[config.mk]
export PLATFORM = sky130hd
export DESIGN_NAME = negator_arbiter
export DESIGN_NICKNAME = d
export VERILOG_FILES = /design/src/rtl/negator_arbiter_pkg.sv /design/src/rtl/Negator.sv /design/src/rtl/negator_arbiter.sv
export SDC_FILE = /design/constraint.sdc
export NUM_CORES = 1
export LEC_CHECK = 0
export CORE_MARGIN = 8
export CORE_UTILIZATION = 50
export CTS_BUF_LIST = sky130_fd_sc_hd__clkbuf_2
export CTS_CLUSTER_DIAMETER = 200
export DETAILED_ROUTE_END_ITERATION = 10
export PLACE_DENSITY = 0.93
export REMOVE_ABC_BUFFERS = 1
export SYNTH_ARGS = -nofsm -noshare
export SYNTH_HDL_FRONTEND = slang
export SYNTH_SLANG_ARGS = --single-unit
[constraint.sdc]
create_clock -name clock -period 6.6 [get_ports clock]
set_input_delay 0.99 -clock clock [delete_from_list [all_inputs] [get_ports clock]]
set_output_delay 0.99 -clock clock [all_outputs]
set_load 0.02 [all_outputs]
[src/rtl/negator_arbiter_pkg.sv]
// Shared definitions for the negator arbiter.
//   NUM_REQ : number of requesters sharing the negator
//   ID_W    : width of a requester index
//   state_t : result register occupancy (EMPTY / FULL)
package negator_arbiter_pkg;

  localparam int NUM_REQ = 4;
  localparam int ID_W    = 2;

  typedef enum logic {
    EMPTY = 1'b0,
    FULL  = 1'b1
  } state_t;

endpackage

[src/rtl/Negator.sv]
// Combinational two's-complement negator.
//   nrOfBits : operand / result width
// Ports:
//   operand  : value to negate
//   result   : (-operand) mod 2^nrOfBits
module Negator #(
  parameter int nrOfBits = 8
) (
  input  logic [nrOfBits-1:0] operand,
  output logic [nrOfBits-1:0] result
);

  logic signed [nrOfBits-1:0] operand_s;

  assign operand_s = $signed(operand);
  assign result    = -operand_s;

endmodule

[src/rtl/negator_arbiter.sv]
// Four requesters share one negator under round-robin priority. A single
// result register holds the negated operand until the consumer drains it;
// drain and refill may happen in the same cycle.
//
// Build option: define NEGATOR_ARBITER_SAT_EN to saturate the most negative
// operand to the most positive value instead of letting it wrap.
//
// Ports:
//   clock      : sole clock, rising edge
//   reset_n    : synchronous active-low reset
//   req_valid  : per-requester operand valid
//   req_data   : operands, requester i at [i*nrOfBits +: nrOfBits]
//   req_ready  : one-hot (or zero) grant / acceptance
//   out_valid  : result register holds a result
//   out_data   : negated operand
//   out_id     : requester index that produced out_data
//   out_ovf    : operand was the most negative value
//   out_ready  : consumer takes the result when out_valid & out_ready
module negator_arbiter
  import negator_arbiter_pkg::*;
#(
  parameter int nrOfBits = 8
) (
  input  logic                         clock,
  input  logic                         reset_n,
  input  logic [NUM_REQ-1:0]           req_valid,
  input  logic [NUM_REQ*nrOfBits-1:0]  req_data,
  output logic [NUM_REQ-1:0]           req_ready,
  output logic                         out_valid,
  output logic [nrOfBits-1:0]          out_data,
  output logic [ID_W-1:0]              out_id,
  output logic                         out_ovf,
  input  logic                         out_ready
);

`ifdef NEGATOR_ARBITER_SAT_EN
  localparam bit SAT_EN = 1'b1;
`else
  localparam bit SAT_EN = 1'b0;
`endif

  localparam logic [nrOfBits-1:0] MIN_VAL = {1'b1, {(nrOfBits-1){1'b0}}};
  localparam logic [nrOfBits-1:0] MAX_VAL = {1'b0, {(nrOfBits-1){1'b1}}};

  state_t                  state;
  logic [ID_W-1:0]         last_grant;

  logic                    accept_en;
  logic [NUM_REQ-1:0]      grant;
  logic [ID_W-1:0]         grant_id;
  logic                    found;
  logic [ID_W-1:0]         cand;

  logic                    vld_p0;
  logic [nrOfBits-1:0]     operand_p0;
  logic [nrOfBits-1:0]     neg_p0;
  logic                    min_p0;

  // Only the most negative value can overflow; the wrapped negation of it
  // equals the operand itself, so saturation only needs to patch that case.
  function automatic logic [nrOfBits-1:0] saturate(
    input logic [nrOfBits-1:0] neg,
    input logic                is_min
  );
    if (SAT_EN && is_min) begin
      saturate = MAX_VAL;
    end else begin
      saturate = neg;
    end
  endfunction

  // Stage p0: arbitration and negation (combinational)
  assign accept_en = reset_n && ((state == EMPTY) || out_ready);

  // Search starts one past the last grant; the 2-bit index wraps naturally.
  always_comb begin
    grant    = '0;
    grant_id = '0;
    found    = 1'b0;
    cand     = '0;
    for (int k = 1; k <= NUM_REQ; k++) begin
      cand = last_grant + ID_W'(k);
      if (accept_en && !found && req_valid[cand]) begin
        grant[cand] = 1'b1;
        grant_id    = cand;
        found       = 1'b1;
      end
    end
  end

  assign req_ready  = grant;
  assign vld_p0     = found;
  assign operand_p0 = req_data[int'(grant_id)*nrOfBits +: nrOfBits];
  assign min_p0     = (operand_p0 == MIN_VAL);

  Negator #(
    .nrOfBits (nrOfBits)
  ) u_negator (
    .operand (operand_p0),
    .result  (neg_p0)
  );

  // Stage p1: result register and occupancy state
  always_ff @(posedge clock) begin
    if (!reset_n) begin
      state      <= EMPTY;
      out_data   <= '0;
      out_id     <= '0;
      out_ovf    <= 1'b0;
      last_grant <= ID_W'(NUM_REQ - 1);
    end else if (vld_p0) begin
      state      <= FULL;
      out_data   <= saturate(neg_p0, min_p0);
      out_id     <= grant_id;
      out_ovf    <= min_p0;
      last_grant <= grant_id;
    end else if (out_ready) begin
      state      <= EMPTY;
    end
  end

  assign out_valid = (state == FULL);

endmodule
After elaboration in Yosys (flattened, before gate mapping):

Index checks and enable logic that the tools add are counted.
W data, S select, Z words.

* output and inout port bits: 16
* latch bits: 0
* memory bits (writable): 0
* register bits: 14
* input port bits: 39
* bits in read-only memories: 0
* word-level logic and storage cells: 70
* memories kept: 0

* equal/unequal tests: 1
* div/mod/pow operators: 0
* magnitude comparators: 8
* mux-type cells: 30
* bitwise gates (word level): 4
* multipliers: 0
* shift operators: 1
* add/subtract/negate cells: 4
* reductions and logical operators: 17

Operators with widths (count)
* $shiftx A32 B6 Y8: 1
* $mux W4: 4
* $mux W1: 14
* $logic_and A1 B1 Y1: 12
* $lt A2 B3 Y1 const B: 4
* $or A4 B4 Y4: 3
* $bmux W1 S2: 4
* $demux W1 S2: 4
* $eq A8 B8 Y1 const B: 1
* $ge A2 B1 Y1 const B: 4
* $mux W2: 4
* $neg A8 Y8: 1
* $add A2 B2 Y2 const B: 2
* $logic_not A1 Y1: 3
* $add A2 B1 Y2 const B: 1
* $reduce_bool A2 Y1: 1
* $logic_or A1 B1 Y1: 1
* $not A1 Y1: 1

Depth between registers and ports, before layout:

Gate-level depths: netlist (run 1).

* depth in word-level cells: 19
* gate-level depth with buffers: 15

Hierarchy:

Synthesis (run 1) repeated with hierarchy kept, for this count alone.

* cell total of the unflattened synthesis: 179
* area total of the unflattened synthesis: 1477.7 µm²

Modules (own cells, without submodules)
* negator_arbiter: area an instance 1340.0 µm², cells an instance 161, sequential area each 280.3 µm², instances 1
* Negator: area an instance 137.6 µm², cells an instance 18, sequential area each 0.0 µm², instances 1

Least setup slack after synthesis (run 1):

OpenSTA, ideal clock, no wires.

* path kind: input -> output
* start: in req_valid[3]
* end: out req_ready[0]
* buffers on the path: 1
* arrival time: 2.855 ns
* required time: 5.610 ns
* cell stages on the path: 5
* slack: 2.755 ns
* cells stage by stage: buf_6 -> mux4_2 -> nand3b_1 -> or4_1 -> o21ai_0

* cells in the longest elaborated chain, start to end: 16
* elaborated cells on any way between the ends: 28
* classes of those cells: 15 x mux; 3 x bitwise; 10 x reduce/logical

RTL lines
* start: declaration: line negator_arbiter.sv:26 `input logic [NUM_REQ-1:0] req_valid,`
* $bmux W1 S2: line negator_arbiter.sv:83 `if (accept_en && !found && req_valid[cand]) begin`
* $mux W1 (not written as such): line negator_arbiter.sv:83
* $logic_and A1 B1 Y1: line negator_arbiter.sv:83
* $mux W1: line negator_arbiter.sv:83
* $logic_not A1 Y1: line negator_arbiter.sv:83
* $logic_and A1 B1 Y1 (2 in series): line negator_arbiter.sv:83
* $mux W1: line negator_arbiter.sv:83
* $logic_not A1 Y1: line negator_arbiter.sv:83
* $logic_and A1 B1 Y1 (2 in series): line negator_arbiter.sv:83
* $mux W1: line negator_arbiter.sv:83
* $logic_not A1 Y1: line negator_arbiter.sv:83
* $logic_and A1 B1 Y1 (2 in series): line negator_arbiter.sv:83
* $mux W4 *: line negator_arbiter.sv:83
* end: declaration: line negator_arbiter.sv:28 `output logic [NUM_REQ-1:0] req_ready,`

Every way passes the cells marked *; elsewhere a longest branch is shown, timed or not. The select of a mux whose other input is x is not followed.

Final worst setup path (run 1):

* start: reg last_grant[0]
* end: out req_ready[1]

* cells in the longest elaborated chain, start to end: 17
* elaborated cells on any way between the ends: 51
* classes of those cells: 3 x add/sub; 8 x order compare; 23 x mux; 3 x bitwise; 14 x reduce/logical

RTL lines
* start: declaration: line negator_arbiter.sv:46 `logic [ID_W-1:0] last_grant;`
* start signal: assignment: line negator_arbiter.sv:110 `last_grant <= ID_W'(NUM_REQ - 1);`
* start signal: assignment: line negator_arbiter.sv:116 `last_grant <= grant_id;`
* branches (longest 16 deep; another with $lt A2 B3 Y1)
* $mux W4 *: line negator_arbiter.sv:83

Every way passes the cells marked *. The select of a mux whose other input is x is not followed.

==> metrics.txt, run 1 <==
setup TNS 0 ns; antenna cells 0; slowest stage cell, crit path dfxtp_1; dpl hpwl 3.19 mm; total CTS buffers 3; most area-hungry cell type in the Yosys netlist dfxtp_1; status completed; WS Path Type reg2out; HP Class reg2reg; CP arrival 3.84 ns; Synth Warn # 0; Setup crit end kind primary output; Tcrit/Tclk final 73.2%; max incr delay on CP 0.78 ns; Die X 70.7 um; Clk Latency, worst-skew pair 0.29 ns; initial antenna violation count 0; Final Routed Wirelength 4.28 mm; global route overflow 0; via-per-instance ratio 6.33; GR Util All Layers 17.2%; DR WL/cell 17.0 um; most frequent cells in the layout 54 x clkdlybuf4s50_1, 17 x o21ai_0, 14 x nand3_1, 14 x dfxtp_1, 11 x inv_1; clk_skew 0.0316 ns; relative slew slack 54.6%; Mapped Cells 173; Post-layout nets 269; Cell variety after synth 56; Required @ worst endpoint 5.61 ns; final setup vio count 0; First-pass DRT Iterations 6; share of cells above drive strength 1 11.0%; peak supply drop 0.134 mV; Netlist Area Pre-Place 0.00150 mm2; commonest non-fill, non-tap cell in the layout clkdlybuf4s50_1; H-tree lvl count 1; Die ar. 0.00500 mm2; Root Driver clkbuf_2; fmax 0.207 GHz; flop and latch count out of synthesis 14; Vias 1,595; CTS Hold Bufs 0; Worst setup SP type flop; Crit path buffers/inverters 2; pin count of the biggest net entering global routing 22; postcts setup bufs 0; Final Hold Fails 0; fillers 234; worst reg2reg startpoint last_grant[0]$_SDFFE_PN1P_; min-delay src out_ovf$_SDFFE_PN0P_; Max-Cap Viols 0; Crit Path Max Fanout 17; main area contributors after synthesis dfxtp_1 19%, ha_1 7.5%, o21ai_0 5.7%, nand3_1 4.7%, mux4_2 4.5%; Placement Rows 20; power consumption 0.000416 W; Pleak 0.758 nW; Layout area overhead 35.3%; RePlAce Congestion 0.871; total power per unit cell area 205 mW/mm2; sequential element share of the synthesized area 18.7%; Worst Setup SP last_grant[0]$_SDFFE_PN1P_; clk sinks 14; min Tclk post-route 4.83 ns; CP delay by family, top buffers and inverters; Least-Margin Pin Slew 0.681 ns; core area 0.00295 mm2; die height 70.7 um; CTS resizes 0; Post-synth top flop dfxtp_1; CTS tree done; dpl cells 249; final slew viol count 0; Post-synth EDFFs 0; IO buf count 54; critical-path cell list inv_1 -> ha_1 -> mux4_2 -> nand3b_1 -> or4_1 -> o21ai_0 -> clkdlybuf4s50_1; DRC 0; Final ANT Viol Nets 0; Longest Clk Path Bufs 2; Syn Area/Cell 8.66 um2; first-pass GRT wire length 7.20 mm; Ports 55; Synth async-reset ratio 0%; final std cells w/o fill 252; Initial Util 50.7%; vias in the first global route 1,581; post-synth top area share 18.7%; number of DRC markers in iteration 0 182; Clock transition at path regs 0.15 ns; RSZ-0062 raised after global routing false
-- flip-flops by register name, indices dropped and copies added, names as in the netlist --
register	count
out_data	8
last_grant	2
out_id	2
out_ovf	1
out_valid	1
-- path summary, 6_finish.rpt --
check                                            end  slack, ns  cells after the start
worst max-delay path                    req_ready[1]       1.77                      7
worst min-delay path            out_ovf$_SDFFE_PN0P_       0.49                      2
worst max register to register  out_ovf$_SDFFE_PN0P_       2.50                     12
worst min register to register  out_ovf$_SDFFE_PN0P_       0.49                      2
-- routing by layer --
metal  part of all wire [%]  GRT usage [%]  vias to the layer above
li1                       -              -                      767
met1                     44           20.4                      741
met2                     48           28.3                       76
met3                    6.0           3.25                       11
met4                    2.0           9.47                        0
met5                      0              0                        -
-- tightest hold or removal path, stage by stage, from the launching register on --
cell and delay (ns):
dfxtp_1 0.34, nand2_1 0.05, a21boi_0 0.07
-- metrics by stage --
| stage | setup WS (ns) | utilization, % | hold slack [ns] | cell area (um2) |
|---|---|---|---|---|
| after global routing | 1.48 | 68.6 | 0.531 | 2030 |
| after CTS | 1.79 | 68.6 | 0.488 | 2030 |
| after detailed placement | 1.86 | 68.1 | 0.467 | 2010 |
| after floorplan | 2.73 | - | 0.539 | 1410 |
| after global placement | 1.93 | 68.1 | 0.456 | 2010 |
| final | 1.77 | 68.6 | 0.488 | 2030 |
-- cell families after synthesis --
kind of cell / Yosys count / share of synthesized area (%)
adder cells (fa/ha/maj): 9 / 7.52
AND/OR/NAND/NOR: 54 / 22.6
flip-flops: 14 / 18.7
multiplexers: 12 / 11.3
XOR/XNOR: 2 / 1.17
AO/OA/AOI/OAI: 59 / 30.3
buffers and inverters: 23 / 8.35
-- area by class of cell --
| type | instances | area [um2] | area share [%] |
|---|---|---|---|
| flip-flops and latches | 14 | 280 | 13.8 |
| repair buffers | 55 | 548 | 27.1 |
| inverters | 11 | 41.3 | 2.04 |
| well taps | 33 | 41.3 | 2.04 |
| clock buffers | 3 | 15.0 | 0.741 |
| multi-input cells | 136 | 1100 | 54.3 |
-- synthesized netlist by cell type (all sizes together) (2+ instances only) --
cell and instances:
clkbuf 5, nand2 7, ha 9, nand2b 2
nor2 6, dfxtp 14, a32oi 4, a311oi 7
mux2i 6, mux4 3, a21boi 5, nor3b 3
nand3 14, a211oi 3, nand3b 2, and2 2
nand4 2, o21ai 19, a21oi 3, xnor2 2
o31ai 4, a222oi 4, a32o 2, mux2 3
nor2b 6, or2 2, buf 7, o21a 2
inv 11
-- report_power, final --
| group | switching [W] | internal (W) |
|---|---|---|
| combinational | 0.000140 | 0.000123 |
| sequential | 0.0000135 | 0.0000995 |
| clock | 0.0000277 | 0.0000124 |
Note: power is estimated with default switching activity, not from simulation.
==> run 2, diff against run 1 <==
--- a/config.mk
+++ b/config.mk
@@ -6,11 +6,11 @@
 export NUM_CORES = 1
 export LEC_CHECK = 0
 export CORE_MARGIN = 8
-export CORE_UTILIZATION = 50
+export CORE_UTILIZATION = 46
 export CTS_BUF_LIST = sky130_fd_sc_hd__clkbuf_2
 export CTS_CLUSTER_DIAMETER = 200
 export DETAILED_ROUTE_END_ITERATION = 10
-export PLACE_DENSITY = 0.93
+export PLACE_DENSITY = 0.86
 export REMOVE_ABC_BUFFERS = 1
 export SYNTH_ARGS = -nofsm -noshare
 export SYNTH_HDL_FRONTEND = slang
==> constraint.sdc (replaced) <==
create_clock -name clock -period 4.65 [get_ports clock]
set_input_delay 0.6975 -clock clock [delete_from_list [all_inputs] [get_ports clock]]
set_output_delay 0.6975 -clock clock [all_outputs]
set_load 0.02 [all_outputs]
==> run 2 against run 1 <==
Setup slack got worse by 1.4 ns. Critical path depth stayed put. Register-to-register slack worse by 1.7 ns. Clock skew fell by 0.028 ns. Power grew 42%. Clock-buffer cell count did not move. Via count shrank 3.7%. Clock power up 53%. Worst hold slack worse by 0.0095 ns. First-iteration DRC count unchanged. Combinational power rose by 43%. Flip-flop and latch count is the same. Critical path type unchanged. Largest power group unchanged.
==> metrics.txt, run 2 (same netlist as run 1, synthesis figures left out) <==
final setup vio count 0 (unchanged); Comb pwr share 63.6% (+0.4 points); Vias 1,536 (-3.7%); Max-Cap Viols 0 (unchanged); total power per unit cell area 288 mW/mm2 (+40%); Hold EP out_ovf$_SDFFE_PN0P_; Die X 73.1 um (+3.3%); setup TNS 0 ns (unchanged); final std cells w/o fill 266 (+5.6%); via-per-instance ratio 5.77 (-8.8%); Crit path buffers/inverters 2 (unchanged); DRC 0 (unchanged); Crit Path Max Fanout 9 (-8); Worst Hold Depth 2 (unchanged); Post-layout nets 271 (+0.74%); Largest Register out_data; die height 73.1 um (+3.3%); First-pass DRT Iterations 4 (-2); H-tree lvl count 1 (unchanged); Int Power 0.000336 W (+43%); share of cells above drive strength 1 11.7% (+0.75 points); Stages on worst setup path 7 (unchanged); Clock transition at path regs 0.15 ns (about the same); reg2reg path depth 12 (unchanged); initial antenna violation count 0 (unchanged); power share of the clock group 10.3% (+0.7 points); HP Class reg2reg; slowest stage cell, crit path clkdlybuf4s50_1; CP delay by family, top buffers and inverters; dpl hpwl 3.32 mm (+4.0%); Root Driver clkbuf_2; postcts setup bufs 0 (unchanged); relative slew slack 64.1% (+9.6 points); RePlAce Congestion 0.825 (-5.2%); CP arrival 3.55 ns (-0.29 ns); status completed; CTS Hold Bufs 0 (unchanged); Final ANT Viol Nets 0 (unchanged); max incr delay on CP 0.63 ns (-0.15 ns); sequential fraction of design power 26.1% (-1.1 points); first-pass GRT wire length 7.29 mm (+1.2%); min Tclk post-route 4.25 ns; commonest non-fill, non-tap cell in the layout clkdlybuf4s50_1; placement-stage cell area 0.00204 mm2 (+1.4%); antenna cells 0 (unchanged); worst reg2reg startpoint last_grant[1]$_SDFFE_PN1P_; Die ar. 0.00534 mm2 (+6.7%); peak supply drop 0.150 mV (+12%); worst r2r dst out_data[6]$_SDFFE_PN0P_; Required @ worst endpoint 3.95 ns (-1.66 ns); setup slack at placement 0.506 ns (-1.36 ns); most frequent cells in the layout 54 x clkdlybuf4s50_1, 17 x o21ai_0, 14 x nand3_1, 14 x dfxtp_1, 11 x inv_1; Worst setup SP type flop; WHS 0.479 ns (-0.00953 ns); IO buf count 54 (unchanged); Longest Clk Path Bufs 2 (unchanged); min-delay src out_ovf$_SDFFE_PN0P_; dpl cells 262 (+5.2%); GR Util All Layers 16.8% (-0.33 points); Layout area overhead 37.4%; global route overflow 0 (unchanged); RSZ-0062 raised after global routing false; PnR worst setup slack 0.399 ns (-1.37 ns); vias in the first global route 1,511 (-4.4%); r2r setup slk 0.84 ns (-1.66 ns); critical-path cell list inv_1 -> ha_1 -> mux4_2 -> nand3b_1 -> or4_1 -> o21ai_0 -> clkdlybuf4s50_1; Setup crit end kind primary output; Least-Margin Pin Slew 0.538 ns (-0.143 ns); Final Routed Wirelength 4.34 mm (+1.3%); Final Hold Fails 0 (unchanged); WS Path Type reg2out; final slew viol count 0 (unchanged); fmax 0.235 GHz; core area 0.00308 mm2 (+4.2%); Placement Rows 20 (unchanged); clk_skew 0.00341 ns (-0.0282 ns); number of DRC markers in iteration 0 182 (unchanged); fraction of power spent switching nets 43.3% (-0.27 points); post-route cell area 0.00206 mm2 (+1.6%); pin count of the biggest net entering global routing 22 (unchanged); CTS resizes 0 (unchanged); top flop regs out_data (8), last_grant (2), out_id (2); clk sinks 14 (unchanged); CTS tree done; Clk Latency, worst-skew pair 0.29 ns (about the same); DR WL/cell 16.3 um (-4.1%); Initial Util 48.7% (-2.1 points); total CTS buffers 3 (unchanged); Pleak 0.769 nW (+1.4%); Ports 55 (unchanged); max FFs per register 8 (unchanged); Tcrit/Tclk final 91.4%; Psw 0.000257 W (+42%)
==> run 2: changes by cell type in the layout (fill, tap and decap cells not counted) <==
cell / previous run / this run
buf_4: 1 / 3
clkinv_1: 0 / 1
==> run 2: worst register-to-register path: stages (launching register included) <==
cell and delay, ns:
dfxtp_1 0.58, inv_1 0.20, ha_1 0.47, mux4_2 0.39, nand4bb_1 0.25, o221ai_2 0.38
or2_1 0.39, a32oi_1 0.21, inv_1 0.12, ha_1 0.19, nand3_1 0.17, nor3_1 0.28
o31ai_2 0.09
==> run 2: per-layer routing <==
metal / up-vias / GRT usage [%] / wire [um]
met4: 0 / 6.89 / 79
met1: 698 / 21.7 / 1920
li1: 767 / - / -
met5: - / 0 / 0
met2: 63 / 25.4 / 1940
met3: 8 / 4.81 / 400
==> run 2: through the flow <==
| step | total power [W] | util [%] |
|---|---|---|
| 3_5_place_dp | 0.000531 | 66.3 |
| 5_1_grt | 0.000640 | 66.9 |
| 6_report | 0.000593 | 66.9 |
| 2_1_floorplan | 0.000398 | - |
| 4_1_cts | 0.000594 | 66.9 |
| 3_3_place_gp | 0.000526 | 66.3 |
==> run 2: worst max-delay path by stage <==
stage	endpoint	from	slack [ns]
after global routing	req_ready[1]	last_grant[1]$_SDFFE_PN1P_	0.13
after detailed placement	req_ready[1]	req_valid[3]	0.51
after global placement	req_ready[0]	req_valid[3]	0.59
after floorplan	req_ready[0]	last_grant[0]$_SDFFE_PN1P_	1.08
after CTS	req_ready[1]	last_grant[1]$_SDFFE_PN1P_	0.39
final	req_ready[1]	last_grant[1]$_SDFFE_PN1P_	0.40
==> run 2: power groups by stage <==
stage	logic [W]	registers [W]	clock network (W)
after floorplan	0.000215	0.000183	0
after global placement	0.000369	0.000157	0
after detailed placement	0.000374	0.000157	0
after CTS	0.000377	0.000155	0.0000623
after global routing	0.000415	0.000157	0.0000682
final	0.000377	0.000155	0.0000611
==> run 2: layout make-up <==
class	instances	area (um2)
repair buffers	57	563
clock buffers	3	15.0
clock inverters	1	3.75
fillers	262	1020
multi-input cells	136	1100
inverters	11	41.3
well taps	44	55.1
flip-flops and latches	14	280
==> run 3, diff against run 2 <==
--- a/config.mk
+++ b/config.mk
@@ -6,12 +6,11 @@
 export NUM_CORES = 1
 export LEC_CHECK = 0
 export CORE_MARGIN = 8
-export CORE_UTILIZATION = 46
+export CORE_UTILIZATION = 36
 export CTS_BUF_LIST = sky130_fd_sc_hd__clkbuf_2
 export CTS_CLUSTER_DIAMETER = 200
 export DETAILED_ROUTE_END_ITERATION = 10
-export PLACE_DENSITY = 0.86
-export REMOVE_ABC_BUFFERS = 1
+export PLACE_DENSITY_LB_ADDON = 0.25
 export SYNTH_ARGS = -nofsm -noshare
 export SYNTH_HDL_FRONTEND = slang
 export SYNTH_SLANG_ARGS = --single-unit
==> run 3 against run 2 <==
Global-route usage is 4.0 points lower. Clock-buffer cell count stayed put. Flip-flop and latch count stayed put. Setup slack better by 0.0059 ns. Sequential power hardly changed. Sequential share of layout area hardly changed. Critical endpoint is now req_ready[2]. Clock power is 8.2% lower. Final cell count is 2.3% higher. Die area is 21% higher. First-iteration DRC count is 33% lower. Highest routed layer unchanged.
==> metrics.txt, run 3 (same netlist as run 1, synthesis figures left out) <==
share of cells above drive strength 1 11.7% (unchanged); IO buf count 54 (unchanged); total CTS buffers 3 (unchanged); CTS resizes 0 (unchanged); RSZ-0062 raised after global routing false; final std cells w/o fill 272 (+2.3%); PnR worst setup slack 0.405 ns (+0.00590 ns); Clk Latency, worst-skew pair 0.27 ns (-0.02 ns); Max-Cap Viols 0 (unchanged); Post-layout nets 271 (unchanged); r2r setup slk 0.85 ns (about the same); antenna cells 0 (unchanged); setup slack at placement 0.475 ns (-0.0316 ns); Pleak 0.769 nW (unchanged); setup TNS 0 ns (unchanged); initial antenna violation count 0 (unchanged); Die X 80.5 um (+10%); RePlAce Congestion 0.826 (about the same); Multi-input gate area 0.00110 mm2 (unchanged); DRC 0 (unchanged); vias in the first global route 1,450 (-4.0%); max incr delay on CP 0.63 ns (about the same); commonest non-fill, non-tap cell in the layout clkdlybuf4s50_1; placement-stage cell area 0.00205 mm2 (+0.37%); Root Driver clkbuf_2; global route overflow 0 (unchanged); area occupied by registers 280 um2 (unchanged); Final Hold Fails 0 (unchanged); Ports 55 (unchanged); top flop regs out_data (8), last_grant (2), out_id (2); Setup crit end kind primary output; Crit Path Max Fanout 9 (unchanged); Least-Margin Pin Slew 0.510 ns (-0.0286 ns); clk_skew 0.00599 ns (+0.00257 ns); final slew viol count 0 (unchanged); Vias 1,505 (-2.0%); Placement Rows 23 (+15%); core area 0.00400 mm2 (+30%); min-delay src out_data[3]$_SDFFE_PN0P_; dpl cells 268 (+2.3%); die height 80.5 um (+10%); WS Path Type reg2out; min Tclk post-route 4.25 ns (-0.00590 ns); dpl hpwl 3.29 mm (-0.79%); CTS Hold Bufs 0 (unchanged); Final ANT Viol Nets 0 (unchanged); peak supply drop 0.209 mV (+39%); number of DRC markers in iteration 0 122 (-33%); Initial Util 37.4% (-11 points); First-pass DRT Iterations 5 (+1); Worst setup SP type flop; pin count of the biggest net entering global routing 22 (unchanged); critical-path cell list inv_1 -> ha_1 -> mux4_2 -> nand3b_1 -> or4_1 -> o21ai_0 -> clkdlybuf4s50_1; CP arrival 3.55 ns (about the same); Die ar. 0.00648 mm2 (+21%); first-pass GRT wire length 6.87 mm (-5.8%); Largest Register out_data; total power per unit cell area 286 mW/mm2 (-0.83%); slowest stage cell, crit path clkdlybuf4s50_1; Worst Setup SP last_grant[1]$_SDFFE_PN1P_; Longest Clk Path Bufs 2 (unchanged); GR Util All Layers 12.9% (-4.0 points); Tcrit/Tclk final 91.3% (-0.13 points); Required @ worst endpoint 3.95 ns (about the same); fmax 0.236 GHz (+0.14%); Net Count, Synth 221; CTS tree done; Final Routed Wirelength 4.33 mm (-0.14%); Layout area overhead 37.9%; HP Class reg2reg; H-tree lvl count 1 (unchanged); fillers 398 (+52%); worst reg2reg startpoint last_grant[1]$_SDFFE_PN1P_; via-per-instance ratio 5.53 (-4.2%); max FFs per register 8 (unchanged); postcts setup bufs 0 (unchanged); relative slew slack 66.0% (+1.9 points); final setup vio count 0 (unchanged); most frequent cells in the layout 54 x clkdlybuf4s50_1, 17 x o21ai_0, 14 x nand3_1, 14 x dfxtp_1, 11 x inv_1; status completed; Clock transition at path regs 0.13 ns (-0.02 ns); clk sinks 14 (unchanged); DR WL/cell 15.9 um (-2.3%); post-route cell area 0.00207 mm2 (+0.36%)
[run 3: cell counts in the layout (fill, tap and decap cells not counted)]
Identical to the previous run, type by type.
[run 3: through the flow]
stage,power (W),hold slack [ns],utilization (%)
4_1_cts,0.000595,0.486,51.6
6_report,0.000590,0.480,51.6
5_1_grt,0.000637,0.502,51.6
2_1_floorplan,0.000418,0.539,-
3_3_place_gp,0.000533,0.460,51.2
3_5_place_dp,0.000534,0.464,51.2
[run 3: layout make-up]
type / count / share of cell area [%]
inverter: 11 / 2.00
clock buffer: 3 / 0.727
tap: 50 / 3.03
multi-input combinational: 136 / 53.2
timing repair buffer: 57 / 27.3
sequential: 14 / 13.6
clock inverter: 1 / 0.182
[run 3: report_power, final]
| group | leakage [nW] | switching [W] | total [W] | internal (W) |
|---|---|---|---|---|
| clock | 0.0140 | 0.0000374 | 0.0000561 | 0.0000187 |
| combinational | 0.639 | 0.000202 | 0.000379 | 0.000177 |
| sequential | 0.116 | 0.0000138 | 0.000155 | 0.000141 |
| total | 0.769 | 0.000253 | 0.000590 | 0.000337 |
[run 3: worst max-delay path, delay by kind of cell (launching register included)]
kind | cells | cell delay, ns
compound gates | 1 | 0.20
fa+ha+maj | 1 | 0.47
buf+inv | 2 | 0.83
flops | 1 | 0.57
mux | 1 | 0.40
simple gates | 2 | 0.81
[run 3: layer usage]
layer	track usage, %	part of all wire, %	vias up
met3	3.91	8.0	2
li1	-	-	764
met1	17.6	46	689
met5	0	0	-
met2	19.4	46	50
met4	2.18	0.18	0
[run 3: final timing paths]
path / end / cells after the start
setup / recovery: req_ready[2] / 7
setup reg to reg: out_ovf$_SDFFE_PN0P_ / 12
hold reg to reg: out_data[3]$_SDFFE_PN0P_ / 2
hold / removal: out_data[3]$_SDFFE_PN0P_ / 2
